### config.mk
export PLATFORM = sky130hd
export DESIGN_NAME = pe_core_sequencer
export DESIGN_NICKNAME = d
export VERILOG_FILES = /design/src/rtl/pe_core_sequencer_pkg.sv /design/src/rtl/pe_pen_delay_line.sv /design/src/rtl/pe_core_sequencer.sv
export SDC_FILE = /design/constraint.sdc
export NUM_CORES = 1
export LEC_CHECK = 0
export CELL_PAD_IN_SITES_DETAIL_PLACEMENT = 1
export CELL_PAD_IN_SITES_GLOBAL_PLACEMENT = 1
export CORE_ASPECT_RATIO = 2
export CORE_UTILIZATION = 39
export DETAILED_ROUTE_END_ITERATION = 10
export GPL_ROUTABILITY_DRIVEN = 0
export PLACE_DENSITY_LB_ADDON = 0.1
export SYNTH_ARGS = -nofsm -noshare
export SYNTH_HDL_FRONTEND = slang
export SYNTH_SLANG_ARGS = --single-unit
### constraint.sdc
create_clock -name CLK -period 2 [get_ports CLK]
set_clock_uncertainty 0.05 [all_clocks]
set_input_delay 0.2 -clock CLK [delete_from_list [all_inputs] [get_ports CLK]]
set_output_delay 0.2 -clock CLK [all_outputs]
set_load 0.03 [all_outputs]
### src/rtl/pe_core_sequencer_pkg.sv
// ----------------------------------------------------------------------------
// pe_core_sequencer_pkg
//   Constants shared between the PE core sequencer and the Eyeriss PE core:
//   - the mode encoding the PE core decodes;
//   - the sequencer state encoding;
//   - default task geometry and pipeline latency.
// ----------------------------------------------------------------------------
package pe_core_sequencer_pkg;

  // Default task geometry
  localparam int unsigned NmapDefault    = 12;  // ifmap/filter entries per task
  localparam int unsigned NpsumDefault   = 4;   // psum entries (passes) per task
  localparam int unsigned PipeLatDefault = 4;   // regs_en -> p_en_delay latency

  // PE core mode encoding
  typedef logic [1:0] mode_t;
  localparam mode_t ModeIdle = 2'b00;
  localparam mode_t ModeData = 2'b01;
  localparam mode_t ModeMult = 2'b10;
  localparam mode_t ModeAccu = 2'b11;

  // Sequencer states
  typedef logic [2:0] state_t;
  localparam state_t StIdle  = 3'd0;
  localparam state_t StLoad  = 3'd1;
  localparam state_t StMult  = 3'd2;
  localparam state_t StDrain = 3'd3;
  localparam state_t StAccu  = 3'd4;
  localparam state_t StDone  = 3'd5;

endpackage

### src/rtl/pe_pen_delay_line.sv
// ----------------------------------------------------------------------------
// pe_pen_delay_line
//   PIPE_LAT-deep shift register that turns each regs_en pulse into the
//   matching psum write enable PIPE_LAT cycles later.
//
// Ports
//   CLK        in   clock
//   clr_       in   asynchronous active-high reset, clears every stage
//   pulse_in   in   regs_en as seen by the PE core
//   pulse_out  out  p_en_delay, pulse_in delayed by PIPE_LAT cycles
//   empty      out  after the coming edge, no pulse is in flight except
//                   possibly the one then sitting in the output stage
// ----------------------------------------------------------------------------
module pe_pen_delay_line #(
  parameter int unsigned PIPE_LAT = 4
) (
  input  logic CLK,
  input  logic clr_,
  input  logic pulse_in,
  output logic pulse_out,
  output logic empty
);

  logic [PIPE_LAT-1:0] sr_q, sr_d;

  always_comb begin
    sr_d    = '0;
    sr_d[0] = pulse_in;
    for (int i = 1; i < int'(PIPE_LAT); i++) begin
      sr_d[i] = sr_q[i-1];
    end
    // The sequencer state runs one cycle ahead of the registered PE controls,
    // so it may leave DRAIN while the final pulse is still reaching the output.
    empty = 1'b1;
    for (int i = 0; i < int'(PIPE_LAT) - 1; i++) begin
      if (sr_d[i]) begin
        empty = 1'b0;
      end
    end
  end

  always_ff @(posedge CLK or posedge clr_) begin
    if (clr_) begin
      sr_q <= '0;
    end else begin
      sr_q <= sr_d;
    end
  end

  assign pulse_out = sr_q[PIPE_LAT-1];

endmodule

### src/rtl/pe_core_sequencer.sv
// ----------------------------------------------------------------------------
// pe_core_sequencer
//   Control sequencer in front of the Eyeriss PE core. After a start it
//   accepts NMAP ifmap/filter load beats, issues NPSUM passes of NMAP
//   products, waits for the multiplier pipeline to drain, reads the NPSUM
//   psums out and pulses done.
//
// Ports
//   CLK, clr_        clock, asynchronous active-high reset
//   start            begin a task (only looked at while idle)
//   shift_cfg[3:0]   product shift, captured into mult_bits on start
//   in_valid         load beat valid
//   in_ready         load beat accepted when in_valid & in_ready
//   mode[1:0]        PE core mode (idle/data/mult/accu)
//   map_en, fil_en   write ifmap / filter entry
//   map_iterator     ifmap index;  filter_iterator mirrors it
//   psum_iterator    psum index
//   regs_en          issue one product
//   rst_accm         0 clears the accumulator on the first product of a pass
//   p_en_delay       psum write enable, PIPE_LAT cycles after regs_en
//   mult_bits[3:0]   captured shift_cfg
//   out_valid/out_idx  psum readout beat, one cycle behind psum_iterator
//   busy, done       task in progress / one-cycle end-of-task pulse
//
// The FSM state register leads the PE-facing controls by one cycle: the
// controls are decoded from the current state and registered, so a beat
// accepted in cycle t is written (map_en) in cycle t+1. in_ready is decoded
// from the next state so it lines up with the state register.
// ----------------------------------------------------------------------------
module pe_core_sequencer
  import pe_core_sequencer_pkg::*;
#(
  parameter int unsigned NMAP     = NmapDefault,
  parameter int unsigned NPSUM    = NpsumDefault,
  parameter int unsigned PIPE_LAT = PipeLatDefault
) (
  input  logic       CLK,
  input  logic       clr_,
  input  logic       start,
  input  logic [3:0] shift_cfg,
  input  logic       in_valid,
  output logic       in_ready,
  output logic [1:0] mode,
  output logic       map_en,
  output logic       fil_en,
  output logic [3:0] map_iterator,
  output logic [3:0] filter_iterator,
  output logic [3:0] psum_iterator,
  output logic       regs_en,
  output logic       rst_accm,
  output logic       p_en_delay,
  output logic [3:0] mult_bits,
  output logic       out_valid,
  output logic [3:0] out_idx,
  output logic       busy,
  output logic       done
);

  localparam logic [3:0] MapLast  = 4'(NMAP - 1);
  localparam logic [3:0] PsumLast = 4'(NPSUM - 1);

  state_t     state_q, state_d;
  logic [3:0] ld_cnt_q, ld_cnt_d;
  logic [3:0] k_q, k_d;  // inner (map) counter
  logic [3:0] p_q, p_d;  // outer (psum) counter
  logic       accept;
  logic       pen_empty;

  // Decoded controls, registered into the output ports
  mode_t      mode_d;
  logic       map_en_d;
  logic [3:0] map_it_d;
  logic [3:0] psum_it_d;
  logic       regs_en_d;
  logic       rst_accm_d;
  logic       busy_d;
  logic       done_d;

  assign accept = in_valid & in_ready;

  // Next-state and counter logic
  always_comb begin
    state_d  = state_q;
    ld_cnt_d = ld_cnt_q;
    k_d      = k_q;
    p_d      = p_q;
    case (state_q)
      StIdle: begin
        if (start) begin
          state_d  = StLoad;
          ld_cnt_d = '0;
          k_d      = '0;
          p_d      = '0;
        end
      end
      StLoad: begin
        if (accept) begin
          if (ld_cnt_q == MapLast) begin
            state_d  = StMult;
            ld_cnt_d = '0;
          end else begin
            ld_cnt_d = ld_cnt_q + 4'd1;
          end
        end
      end
      StMult: begin
        if (k_q == MapLast) begin
          if (p_q == PsumLast) begin
            // k and p hold their last values through DRAIN
            state_d = StDrain;
          end else begin
            k_d = '0;
            p_d = p_q + 4'd1;
          end
        end else begin
          k_d = k_q + 4'd1;
        end
      end
      StDrain: begin
        if (pen_empty) begin
          state_d = StAccu;
          k_d     = '0;
          p_d     = '0;
        end
      end
      StAccu: begin
        if (p_q == PsumLast) begin
          state_d = StDone;
          p_d     = '0;
        end else begin
          p_d = p_q + 4'd1;
        end
      end
      StDone:  state_d = StIdle;
      default: state_d = StIdle;
    endcase
  end

  // Control decode from the current state
  always_comb begin
    mode_d     = ModeIdle;
    map_en_d   = 1'b0;
    map_it_d   = '0;
    psum_it_d  = '0;
    regs_en_d  = 1'b0;
    rst_accm_d = 1'b0;
    done_d     = 1'b0;
    busy_d     = (state_q != StIdle);
    case (state_q)
      StLoad: begin
        mode_d   = ModeData;
        map_en_d = accept;
        map_it_d = ld_cnt_q;
      end
      StMult: begin
        mode_d     = ModeMult;
        regs_en_d  = 1'b1;
        map_it_d   = k_q;
        psum_it_d  = p_q;
        rst_accm_d = (k_q != '0);
      end
      StDrain: begin
        mode_d     = ModeMult;
        map_it_d   = k_q;
        psum_it_d  = p_q;
        rst_accm_d = (k_q != '0);
      end
      StAccu: begin
        mode_d    = ModeAccu;
        psum_it_d = p_q;
      end
      StDone:  done_d = 1'b1;
      default: ;
    endcase
  end

  always_ff @(posedge CLK or posedge clr_) begin
    if (clr_) begin
      state_q  <= StIdle;
      ld_cnt_q <= '0;
      k_q      <= '0;
      p_q      <= '0;
      in_ready <= 1'b0;
      mult_bits <= '0;
    end else begin
      state_q  <= state_d;
      ld_cnt_q <= ld_cnt_d;
      k_q      <= k_d;
      p_q      <= p_d;
      in_ready <= (state_d == StLoad);
      if ((state_q == StIdle) && start) begin
        mult_bits <= shift_cfg;
      end
    end
  end

  always_ff @(posedge CLK or posedge clr_) begin
    if (clr_) begin
      mode          <= ModeIdle;
      map_en        <= 1'b0;
      map_iterator  <= '0;
      psum_iterator <= '0;
      regs_en       <= 1'b0;
      rst_accm      <= 1'b0;
      busy          <= 1'b0;
      done          <= 1'b0;
      out_valid     <= 1'b0;
      out_idx       <= '0;
    end else begin
      mode          <= mode_d;
      map_en        <= map_en_d;
      map_iterator  <= map_it_d;
      psum_iterator <= psum_it_d;
      regs_en       <= regs_en_d;
      rst_accm      <= rst_accm_d;
      busy          <= busy_d;
      done          <= done_d;
      // Readout beat trails the psum step by one cycle
      out_valid     <= (mode == ModeAccu);
      out_idx       <= psum_iterator;
    end
  end

  assign fil_en          = map_en;
  assign filter_iterator = map_iterator;

  pe_pen_delay_line #(
    .PIPE_LAT(PIPE_LAT)
  ) u_pen_delay (
    .CLK      (CLK),
    .clr_     (clr_),
    .pulse_in (regs_en),
    .pulse_out(p_en_delay),
    .empty    (pen_empty)
  );

endmodule

* Word-level counts from Yosys, hierarchy flattened
Cells that the tools add are included.
Word-level totals: register bits 44, bits of input ports 8, output and inout port bits 31, logic and storage cells 79
Cells by class: $add $sub $neg 3, equality and inequality tests 16, multiplexer cells 30, bitwise operators 1, reduce and logical (&&, ||, !) cells 12
Operators with widths (number):
- 4-bit 2-to-1 mux | 10
- 3-bit 2-to-1 mux | 7
- 4-bit one-hot mux with 2 select lines | 2
- 4-bit one-hot mux with 4 select lines | 1
- 3-bit one-hot mux with 5 select lines | 1
- 4-bit by 1-bit adder with 4-bit output (second input constant) | 3
- 4-bit one-hot mux with 3 select lines | 1
- 2-bit inequality test (second input constant) | 5
- 4-bit equality test (second input constant) | 2
- 4-bit nonzero test | 2
- 1-bit 2-to-1 mux | 7
- 3-bit by 1-bit equality test with 1-bit output (second input constant) | 2
- 3-bit by 2-bit equality test with 1-bit output (second input constant) | 2
- 3-bit equality test (second input constant) | 2
- 2-bit one-hot mux with 3 select lines | 1
- 3-bit nonzero test | 2
- 5-bit AND reduction | 1
- 4-bit by 2-bit equality test with 1-bit output (second input constant) | 1
- 4-bit AND reduction | 1
- 3-bit logical NOT | 1
- 3-bit inequality test (second input constant) | 1
- 3-bit AND reduction | 1
- 3-bit OR reduction | 1
- 2-bit equality test (second input constant) | 1
- other kinds (4) | 4

* Longest topological paths before layout
depth after elaboration 6, gate-level depth with buffers 6, mapped depth without buffers 5

* Hierarchy
From an unflattened synthesis, not the netlist that was laid out.
Second synthesis, totals: cells, all modules 173, area total of the unflattened synthesis 1983.2 um2
By module, submodules not included:
- pe_core_sequencer | instances 1, cells each 167, area an instance 1869.3 um2, seq. area each 1001.0 um2
- pe_pen_delay_line | instances 1, cells each 6, area an instance 113.9 um2, seq. area each 100.1 um2

* Worst setup path before layout
No wires, ideal clock.
path kind reg2reg, from register regs_en, to register p_q[3], setup time 0.080 ns, data arrival time 1.764 ns, data required time 1.870 ns, path slack 0.106 ns, cell stages (with the launch flop) 5, buffers on the path 0, clock period less this slack 1.894 ns, cells stage by stage dfrtp_1 -> or3_1 -> and3_1 -> or4b_4 -> o211ai_2
On the way: cells in the longest elaborated chain, start to end 5
RTL lines:
- start, declared | RTL line pe_core_sequencer.sv:49 | output logic regs_en,
- start signal, assigned | RTL line pe_core_sequencer.sv:214 | regs_en <= regs_en_d;
- 1-bit 2-to-1 mux (3 in a row) | RTL line pe_pen_delay_line.sv:36 | if (sr_d[i]) begin
- 2-bit inequality test (no line)
- 5-bit AND reduction (no line)
- end signal, assigned | RTL line pe_core_sequencer.sv:189 | p_q <= p_d;
- end, declared | RTL line pe_core_sequencer.sv:65 | logic [3:0] p_q, p_d;
Every way passes these cells. A chain may end at the register's enable or synchronous reset.

* Final worst setup path
from register state_q[1], to register p_q[2]
On the way: cells in the longest elaborated chain, start to end 3, elaborated cells on any way between the ends 11, classes of those cells 7 x eq/ne; 1 x mux; 3 x reduce/logical
RTL lines:
- start, declared | RTL line pe_core_sequencer.sv:62 | state_t state_q, state_d;
- start signal, assigned | RTL line pe_core_sequencer.sv:179 | state_q <= StIdle;
- start signal, assigned | RTL line pe_core_sequencer.sv:186 | state_q <= state_d;
- 3-bit by 2-bit equality test with 1-bit output, or another cell as far along | RTL line pe_core_sequencer.sv:87 | case (state_q)
- 4-bit nonzero test (no line) / 2-bit inequality test (equally long branches)
- 5-bit AND reduction (no line)
Parallel ways exist; a longest one is shown, timed or not.

==> reports/qor.yml <==
run_status:
  status: "completed"
placed_design:
  placed_area_sq_um: 2370
  port-buffer-count: 38
  dp_hpwl_mm: 3.57
  dp_cells: 259
  dp_worst_setup_slack_ns: 0.0164
detailed_routing:
  firstDrtPassIters: 4
  drc_errors: 0
  vias_per_cell: 5.38
  routed_wl_mm: 4.60
  postRouteAntennaNets: 0
  drt_iter0_drc: 25
  route.vias.total: 1452
  wl_per_cell_microns: 17.0
timing:
  timing.final.setup_violations: 0
  tns_ns: 0
  final_hold_viol_count: 0
  fmax_ghz: 0.517
  tightest_slew_ns: 0.561
  relSlewSlack: 0.626
  hold_slack_ns: 0.301
  worst_slack_ns: 0.0672
  finalMaxSlewViolations: 0
  rsz0062_at_grt: "false"
  period_needed_ns: 1.93
  fin_crit_sh: 0.966
synth:
  synth_top_area_frac: 0.579
  ys_top_cells_by_area: "dfrtp_1 (58%), ha_1 (2.6%), buf_4 (2.4%)"
  yosysTopAreaCell: "dfrtp_1"
  synth_warnings: 0
  synth_edf_count: 0
  synthTopCellsByCount: "dfrtp_1 (44), nor2_1 (12), inv_1 (10), nand2_1 (10), nand3_1 (7)"
  ys_seq_area_frac: 0.579
  netlist_area_sq_um: 1900
  synth_fp_nets: 176
  ys.flop_type: "dfrtp_1"
  netlist-cell-type-count: 42
  ys_ff_latch: 44
  synth.most_common_cell: "dfrtp_1"
  async_flop_share: 1.00
  syn_inst: 164
  syn_area_per_cell_sq_um: 11.6
pwr:
  ir_worst_vdd_uv: 897
  power.density_nw_per_um2: 1190
  p_total_mw: 2.99
  p_leak_nw: 1.16
clock_network:
  cts_max_level: 2
  hold_buffers: 0
  root_buffer: "clkbuf_8"
  clk_pin_slew_ns: 0.08
  numCtsBuffers: 5
  worstSkewPairLatency_ns: 0.29
  cts_tree: "built"
  max-clock-path-buffers: 2
  cts_sinks: 44
worst_setup_path:
  crit_fanout: 11
  required_ns: 2.15
  worst_setup_path_end_kind: "register"
  r2r_slack_ns: 0.07
  rr_endpoint: "p_q[2]$_DFFE_PP0P_"
  reg2reg_from: "state_q[1]$_DFF_PP0_"
  rr_worst_depth: 5
  start_kind: "register"
  crit_arrival_ns: 2.09
  crit_type: "reg -> reg"
floorplan:
  die-height_microns: 101
  die_w_microns: 51.4
  core.rowCount: 35
  core-area_sq_um: 4640
  boundaryPins: 39
  start_util: 0.409
  die_area_sq_um: 5170
grt:
  grt_use_total: 0.198
  grt_max_degree: 45
  overflow: 0
  antenna_found_initial: 0
  grt_pass1_vias: 1571
  grt_pass1_wl_mm: 7.45
finish:
  finish.utilization: 0.539
  stdcell_area_sq_um: 2500
  final_nets: 226
  antenna_cells: 0
  instances_no_fill: 270
  drive_gt1_frac: 0.172
  n_fill_cell: 515
  area_growth_pct: 31.6
flow_run:
  maxCapViolCount: 0
min_path:
  hold_class: "in -> async"
repair_timing:
item | 4_1_cts | 5_1_grt
gates cloned | 0 | 0
endpoints found under the hold margin | 0 | 0
resized for setup | 1 | 4
setup endpoints to repair | 1 | 4
setup buffers | 0 | 3
pin swaps | 0 | 2
worst max-delay path by stage:
stage / start / end / slack [ns]
6_report: state_q[1]$_DFF_PP0_ / p_q[2]$_DFFE_PP0P_ / 0.07
3_3_place_gp: regs_en$_DFF_PP0_ / p_q[2]$_DFFE_PP0P_ / 0.16
2_1_floorplan: regs_en$_DFF_PP0_ / p_q[3]$_DFFE_PP0P_ / 0.11
5_1_grt: state_q[1]$_DFF_PP0_ / p_q[3]$_DFFE_PP0P_ / 0.003
3_5_place_dp: p_q[0]$_DFFE_PP0P_ / k_q[1]$_DFFE_PP0P_ / 0.02
4_1_cts: p_q[0]$_DFFE_PP0P_ / p_q[2]$_DFFE_PP0P_ / 0.04
logic make-up after synthesis:
family                   share of synthesized area
multiplexers                                0.0448
AO/OA/AOI/OAI                                0.115
buffers and inverters                       0.0560
XOR/XNOR                                   0.00922
AND/OR/NAND/NOR                              0.169
flip-flops                                   0.579
adder cells (fa/ha/maj)                     0.0263
worst max-delay path: stages, from the launching register on:
cell      delay [ns]
dfrtp_1         0.42
buf_4           0.18
nor2_1          0.26
a21oi_1         0.17
or4b_4          0.58
o221ai_2        0.18
layout make-up:
| type | count | area [sq um] | area share |
|---|---|---|---|
| well taps | 55 | 68.8 | 0.0275 |
| multi-input cells | 100 | 708 | 0.283 |
| inverters | 10 | 37.5 | 0.0150 |
| clock buffers | 8 | 90.1 | 0.0360 |
| flip-flops and latches | 44 | 1100 | 0.441 |
| repair buffers | 53 | 493 | 0.197 |
layout by cell type (no fill, tap or decap), drive strengths merged, types with 4 or more instances in the layout:
master,n
dfrtp,44
clkdlybuf4s50,38
buf,15
nor2,12
nand2,10
inv,9
clkbuf,8
nand3,7
a21oi,4
and3,4
mux2i,4
a22oi,4
mux2,4
ha,4
nor3b,4
flip-flops by register name, summed over array words and instances (netlist names):
signal / count
mode: 2
done: 1
rst_accm: 1
k_q: 4
u_pen_delay.sr_q: 4
out_idx: 4
in_ready: 1
state_q: 3
mult_bits: 4
out_valid: 1
psum_iterator: 4
fil_en: 1
ld_cnt_q: 4
regs_en: 1
filter_iterator: 4
busy: 1
p_q: 4
layer usage:
layer | global-route usage | share of wire
met3 | 0.0392 | 0.030
met5 | 0 | 0
met2 | 0.382 | 0.59
met1 | 0.192 | 0.35
met4 | 0.0832 | 0.030
report_power, final:
| part | leakage, nW | internal, mW | switching [mW] |
|---|---|---|---|
| clock | 0.0455 | 0.282 | 0.283 |
| combinational | 0.543 | 0.536 | 0.683 |
| sequential | 0.569 | 1.06 | 0.139 |
| total | 1.16 | 1.88 | 1.11 |
Power figures use the tool's default switching activity.
